<file path="src/rtl/alu_exec_ctrl.sv">
// Execution controller around a 4-op ALU: register file, valid/ready instruction intake,
// registered operand drive and writeback of result plus Z/N/V flags. Optional: ALU_SAT_EN.
module alu_exec_ctrl #(
    parameter int DATA_W = 4,
    parameter int NREG   = 8,
    parameter int AW     = 3
) (
    input  logic              clk,
    input  logic              rst_n,
    input  logic              instr_valid,
    output logic              instr_ready,
    input  logic [1:0]        instr_op,
    input  logic [AW-1:0]     instr_rd,
    input  logic [AW-1:0]     instr_rs,
    input  logic [AW-1:0]     instr_rt,
    output logic [DATA_W-1:0] alu_in1,
    output logic [DATA_W-1:0] alu_in2,
    output logic [1:0]        alu_opcode,
    input  logic [DATA_W-1:0] alu_out,
    input  logic              alu_error,
    output logic              done,
    output logic [DATA_W-1:0] result,
    output logic              flag_z,
    output logic              flag_n,
    output logic              flag_v,
    input  logic [AW-1:0]     dbg_addr,
    output logic [DATA_W-1:0] dbg_data
);

    typedef enum logic [1:0] {IDLE, EXEC, DONE} state_t;

    state_t                        state_q, state_d;
    logic [NREG-1:0][DATA_W-1:0]   regs_q, regs_d;
    logic [DATA_W-1:0]             alu_in1_q, alu_in1_d;
    logic [DATA_W-1:0]             alu_in2_q, alu_in2_d;
    logic [1:0]                    alu_opcode_q, alu_opcode_d;
    logic [AW-1:0]                 rd_q, rd_d;
    logic [DATA_W-1:0]             result_q, result_d;
    logic                          done_q, done_d;
    logic                          flag_z_q, flag_z_d;
    logic                          flag_n_q, flag_n_d;
    logic                          flag_v_q, flag_v_d;
    logic                          accept;
    logic                          arith;
    logic [DATA_W-1:0]             wb;

    assign instr_ready = (state_q != EXEC);
    assign accept      = instr_valid & instr_ready;
    assign arith       = ~alu_opcode_q[1];

    always_comb begin
        wb = alu_out;
`ifdef ALU_SAT_EN
        // Clamp toward the sign of operand A on signed overflow of ADD/SUB.
        if (arith && alu_error)
            wb = alu_in1_q[DATA_W-1] ? {1'b1, {(DATA_W-1){1'b0}}}
                                     : {1'b0, {(DATA_W-1){1'b1}}};
`endif
    end

    always_comb begin
        state_d      = state_q;
        regs_d       = regs_q;
        alu_in1_d    = alu_in1_q;
        alu_in2_d    = alu_in2_q;
        alu_opcode_d = alu_opcode_q;
        rd_d         = rd_q;
        result_d     = result_q;
        done_d       = 1'b0;
        flag_z_d     = flag_z_q;
        flag_n_d     = flag_n_q;
        flag_v_d     = flag_v_q;
        case (state_q)
            IDLE, DONE: begin
                if (accept) begin
                    alu_in1_d    = (instr_rs == '0) ? '0 : regs_q[instr_rs];
                    alu_in2_d    = (instr_rt == '0) ? '0 : regs_q[instr_rt];
                    alu_opcode_d = instr_op;
                    rd_d         = instr_rd;
                    state_d      = EXEC;
                end else begin
                    state_d = IDLE;
                end
            end
            EXEC: begin
                if (rd_q != '0)
                    regs_d[rd_q] = wb;
                result_d = wb;
                flag_z_d = (wb == '0);
                flag_n_d = wb[DATA_W-1];
                flag_v_d = arith & alu_error;
                done_d   = 1'b1;
                state_d  = DONE;
            end
            default: state_d = IDLE;
        endcase
        regs_d[0] = '0;
    end

    always_ff @(posedge clk or negedge rst_n) begin
        if (!rst_n) begin
            state_q      <= IDLE;
            regs_q       <= '0;
            alu_in1_q    <= '0;
            alu_in2_q    <= '0;
            alu_opcode_q <= '0;
            rd_q         <= '0;
            result_q     <= '0;
            done_q       <= 1'b0;
            flag_z_q     <= 1'b0;
            flag_n_q     <= 1'b0;
            flag_v_q     <= 1'b0;
        end else begin
            state_q      <= state_d;
            regs_q       <= regs_d;
            alu_in1_q    <= alu_in1_d;
            alu_in2_q    <= alu_in2_d;
            alu_opcode_q <= alu_opcode_d;
            rd_q         <= rd_d;
            result_q     <= result_d;
            done_q       <= done_d;
            flag_z_q     <= flag_z_d;
            flag_n_q     <= flag_n_d;
            flag_v_q     <= flag_v_d;
        end
    end

    assign alu_in1    = alu_in1_q;
    assign alu_in2    = alu_in2_q;
    assign alu_opcode = alu_opcode_q;
    assign result     = result_q;
    assign done       = done_q;
    assign flag_z     = flag_z_q;
    assign flag_n     = flag_n_q;
    assign flag_v     = flag_v_q;
    assign dbg_data   = (dbg_addr == '0) ? '0 : regs_q[dbg_addr];

endmodule

</file>
<file path="config.mk">
export PLATFORM = sky130hd
export DESIGN_NAME = alu_exec_ctrl
export DESIGN_NICKNAME = d
export VERILOG_FILES = /design/src/rtl/alu_exec_ctrl.sv
export SDC_FILE = /design/constraint.sdc
export NUM_CORES = 1
export LEC_CHECK = 0
export BUFFER_PORTS_ARGS = -buffer_cell sky130_fd_sc_hd__buf_2
export CAP_MARGIN = 10
export CORE_ASPECT_RATIO = 0.5
export CORE_MARGIN = 3
export CORE_UTILIZATION = 50
export CTS_CLUSTER_SIZE = 20
export DETAILED_ROUTE_END_ITERATION = 10
export PLACE_DENSITY_LB_ADDON = 0.05
export SETUP_SLACK_MARGIN = 0.05
export SYNTH_ARGS = -nofsm -noshare
export SYNTH_HDL_FRONTEND = slang
export SYNTH_SLANG_ARGS = --single-unit
</file>
<file path="constraint.sdc">
create_clock -name clk -period 2.5 [get_ports clk]
set_clock_uncertainty 0.05 [all_clocks]
set_input_delay 0.5 -clock clk [delete_from_list [all_inputs] [get_ports clk]]
set_output_delay 0.5 -clock clk [all_outputs]
set_load 0.05 [all_outputs]
</file>
### Word level (Yosys, flattened, before mapping)

Index checks and enable logic that the tools add are counted.

* bitwise operators: 3
* reduce and logical (&&, ||, !) cells: 10
* order comparisons: 5
* add/subtract/negate cells: 0
* muxes and demuxes: 15
* divide/modulo/power cells: 0
* multiply operators: 0
* equality and inequality tests: 3
* shift-type cells: 0

Operators by type and width (number)
* 4-bit binary-select mux with 3-bit select: 3
* 32-bit bitwise mux: 1
* 4-bit 2-to-1 mux: 7
* 3-bit by 4-bit less-than comparator with 1-bit output (second input constant): 4
* 4-bit demux with 3-bit select: 1
* 3-bit logical NOT: 3
* 4-bit logical NOT: 1
* 2-bit one-hot mux with 2 select lines: 1
* 2-bit AND reduction: 2
* 3-bit by 1-bit >= comparator with 1-bit output (second input constant): 1
* 3-bit nonzero test: 1
* 1-bit AND: 2
* 2-bit by 1-bit equality test with 1-bit output (second input constant): 1
* 2-bit equality test (second input constant): 1
* 2-bit logical NOT: 1
* 1-bit 2-to-1 mux: 2
* 2-bit by 1-bit inequality test with 1-bit output (second input constant): 1
* 2-bit OR reduction: 1
* 1-bit logical AND: 1
* 1-bit NOT: 1

* register bits: 51
* ROM bits: 0
* latch bits: 0
* logic and storage cells: 53
* memories kept: 0
* input port bits: 22
* output and inout port bits: 23
* memory bits (writable): 0

### Depth between registers and ports, before layout

* depth in word-level cells: 5
* depth in mapped cells: 4
* depth with buffers taken out: 4

### Worst setup path after synthesis

No wires, ideal clock.

* kind: input-to-output
* start point: input dbg_addr[1]
* end point: output dbg_data[0]
* data arrival time: 2095 ps
* cell stages on the path: 4
* buffers on the path: 1
* required time: 1950 ps
* path slack: -145 ps
* cell sequence: buf_2 nor2b_1 a22oi_1 o21ai_0

* longest elaborated chain between the ends: 3
* elaborated cells between the ends (all ways): 4
* those cells by class: 3 x mux; 1 x reduce/logical

Ends and longest elaborated chain
* start: declaration: line 26 `input logic [AW-1:0] dbg_addr,`
* 4-bit binary-select mux with 3-bit select: line 136 `assign dbg_data = (dbg_addr == '0) ? '0 : regs_q[dbg_addr];`
* 4-bit 2-to-1 mux (implied by the code): line 136
* 4-bit 2-to-1 mux (*): line 136
* end: declaration: line 27 `output logic [DATA_W-1:0] dbg_data`

Every way passes the cells marked *; elsewhere a longest branch is shown, timed or not. The select of a mux whose other input is x is not followed.

### Worst setup path in the final report

* start point: input dbg_addr[0]
* end point: output dbg_data[2]

The elaborated chain is that of the path after synthesis.

==> impl_metrics.toml <==
[outcome]
status = "finished, final reports clean"

[setup_path]
r2r-start = "done"
r2r_slack_ns = 0.81
start_kind = "primary input"
ff2ff_path_depth = 3
required_ns = 1.95
path_max_fanout = 10
crit_type = "primary input to output port"
worstPathArrival_ns = 1.63
r2r_end = "regs_q[10]"
cp-end-kind = "output port"

[die]
core-area_mm2 = 0.00468
rows = 17
dieHeight_um = 56.9
die_x_um = 108
io_pins = 45
dieArea_mm2 = 0.00613
start_util_pct = 55.3

[yosys]
ys.flop_type = "dfrtp_1"
synth_most_common_cell = "dfrtp_1"
ys_ff_latch = 49
synth_common_cells = "49 x dfrtp_1, 37 x mux2_2, 29 x nand2_1"
yosysTopAreaCellShare_pct = 47.4
mappedNetlistNets = 227
synth_compound_area_share_pct = 8.32
synth_edf_count = 0
yosys.cell_types.count = 31
synth_area_leader_cell = "dfrtp_1"
synth_area_per_cell_um2 = 12.6
synth_top_family_by_area = "multiplexers"
synthTopCellsByArea = "dfrtp_1 47%, mux2_2 16%, mux4_2 8.7%"
synthMuxAreaShare_pct = 29.4
synth_xor_area_share_pct = 0
ys_warn_count = 0
ys_seq_area_share_pct = 47.4
synthCells = 205
netlist_area_mm2 = 0.00259
synthArstFlopShare_pct = 100
synth-adder-area-share_pct = 0
synth_simple_gate_area_share_pct = 12.3

[power]
power_uw = 2940
seqPwrFrac_pct = 44.8
comb_power_share_pct = 35.0
clockPowerShare_pct = 20.2
p_sw_uw = 1120
power.leakage_uw = 0.00133
p_per_area_mw_per_mm2 = 993
peakVddDrop_mv = 0.537
power.internal_uw = 1830
swShare_pct = 38.0

[timing]
slew_viol_final = 0
setup_tns_ns = 0
fin_crit_ns = 2.18
setup_viol = 0
fin_crit_sh_pct = 87.2
setup_ws_ns = 0.320
rsz0062_at_grt = "no"
finalHoldViolCount = 0
relSlewSlack_pct = 57.6
worstMarginPinSlew_ns = 0.630
fmax_mhz = 459
whs_ns = 0.0257

[place]
gp_congestion = 0.865
place.detailed.hpwl_um = 4470
port-buffer-count = 44
place_inst = 306
dp_slack_ns = 0.313

[global_routing]
grt.total_usage_pct = 21.3
grt_pass1_vias = 1817
grt_pass1_wl_um = 10000
grt_max_degree = 36
overflow = 0
antenna_found_initial = 0

[route]
drc = 0
drtIter0Drc = 116
drt-vias-per-instance = 5.81
drt-pass1-iter-count = 4
ant_nets = 0
wl_um = 5900
routedWlPerCell_um = 18.8
num_vias = 1825

[job]
drv_cap = 0

[clocking]
clkSinkCount = 49
cts_tree = "yes"
clk_latency_ns = 0.31
clockBufferDepth = 2
cts_buffers = 5
cts_resized = 0
postCtsHoldBufs = 0
clkSlewWorstSetupHoldPaths_ns = 0.10
post_cts_buffers = 0
h-tree-depth = 2
cts-root-buf = "clkbuf_8"

[min_path]
min_path_type = "primary input to asynchronous set/reset pin"

[finish]
syn2layout_area_growth_pct = 14.6
n_antenna_cell = 0
num-fill-cells = 400
layout.cells.non_filler = 314
final_nets = 269
multi_input_area_mm2 = 0.00130
drive_gt1_share_pct = 43.1
seqCellArea_mm2 = 0.00123
-- worst max-delay path: stages --
cell and delay (ns):
buf_2 0.22, mux4_2 0.52, nand2_1 0.08, o21ai_1 0.08, buf_2 0.22
-- through the flow --
step	util, %	instance area (um^2)
detailed placement	60.9	2850
global placement	60.9	2850
finish	63.3	2960
CTS	63.3	2960
floorplan	-	2590
global route	63.3	2960
-- how the worst max path moves through the flow --
stage,from,to,slack [ns],depth (start not counted)
6_report,dbg_addr[0],dbg_data[2],0.32,5
2_1_floorplan,dbg_addr[1],dbg_data[0],0.23,4
4_1_cts,dbg_addr[0],dbg_data[1],0.31,4
5_1_grt,dbg_addr[0],dbg_data[2],0.22,5
3_3_place_gp,dbg_addr[0],dbg_data[1],0.33,4
3_5_place_dp,dbg_addr[0],dbg_data[1],0.31,4
-- layout by cell type (no fill, tap or decap), types with 3 or more instances in the layout --
master    count
clkbuf_8      5
nand2_1      29
a22oi_1       3
o31ai_1       8
dfrtp_1      49
mux2_1        8
buf_2        44
a221oi_1      8
nor2b_1      11
mux2i_1       3
mux4_2       10
mux2_2       37
o21ai_1       3
-- kinds of logic after synthesis --
logic type,after synthesis
AOI/OAI and AO/OA,29
buffers and inverters,13
DFF,49
muxes,58
and+or+nand+nor,56
-- state kept, by name, indices dropped and copies added, names as in the netlist --
register / flops
done: 1
rd_q: 3
flag_v: 1
regs_q: 28
flag_z: 1
state_q: 1
alu_opcode: 2
alu_in2: 4
alu_in1: 4
result: 4
-- layer usage --
layer,vias up,part of all wire (%),global-route usage [%]
met5,-,0,0
met4,0,0.58,4.86
met3,4,7.6,4.48
met2,67,42,28.6
met1,897,50,34.3
li1,857,-,-
-- final cells by class --
type	instances	area share [%]
multi-input combinational	143	43.7
sequential	49	41.4
timing repair buffer	46	7.94
tap	66	2.79
clock buffer	5	2.32
clock inverter	3	1.60
inverter	2	0.253
-- power by group through the flow --
stage | Combinational [uW] | Clock, uW | Sequential (uW)
after CTS | 1040 | 606 | 1310
after global placement | 1020 | 0 | 1300
after global routing | 1110 | 651 | 1350
after detailed placement | 1040 | 0 | 1330
after floorplan | 653 | 0 | 1410
final | 1030 | 595 | 1320
Note: power is estimated with default switching activity, not from simulation.
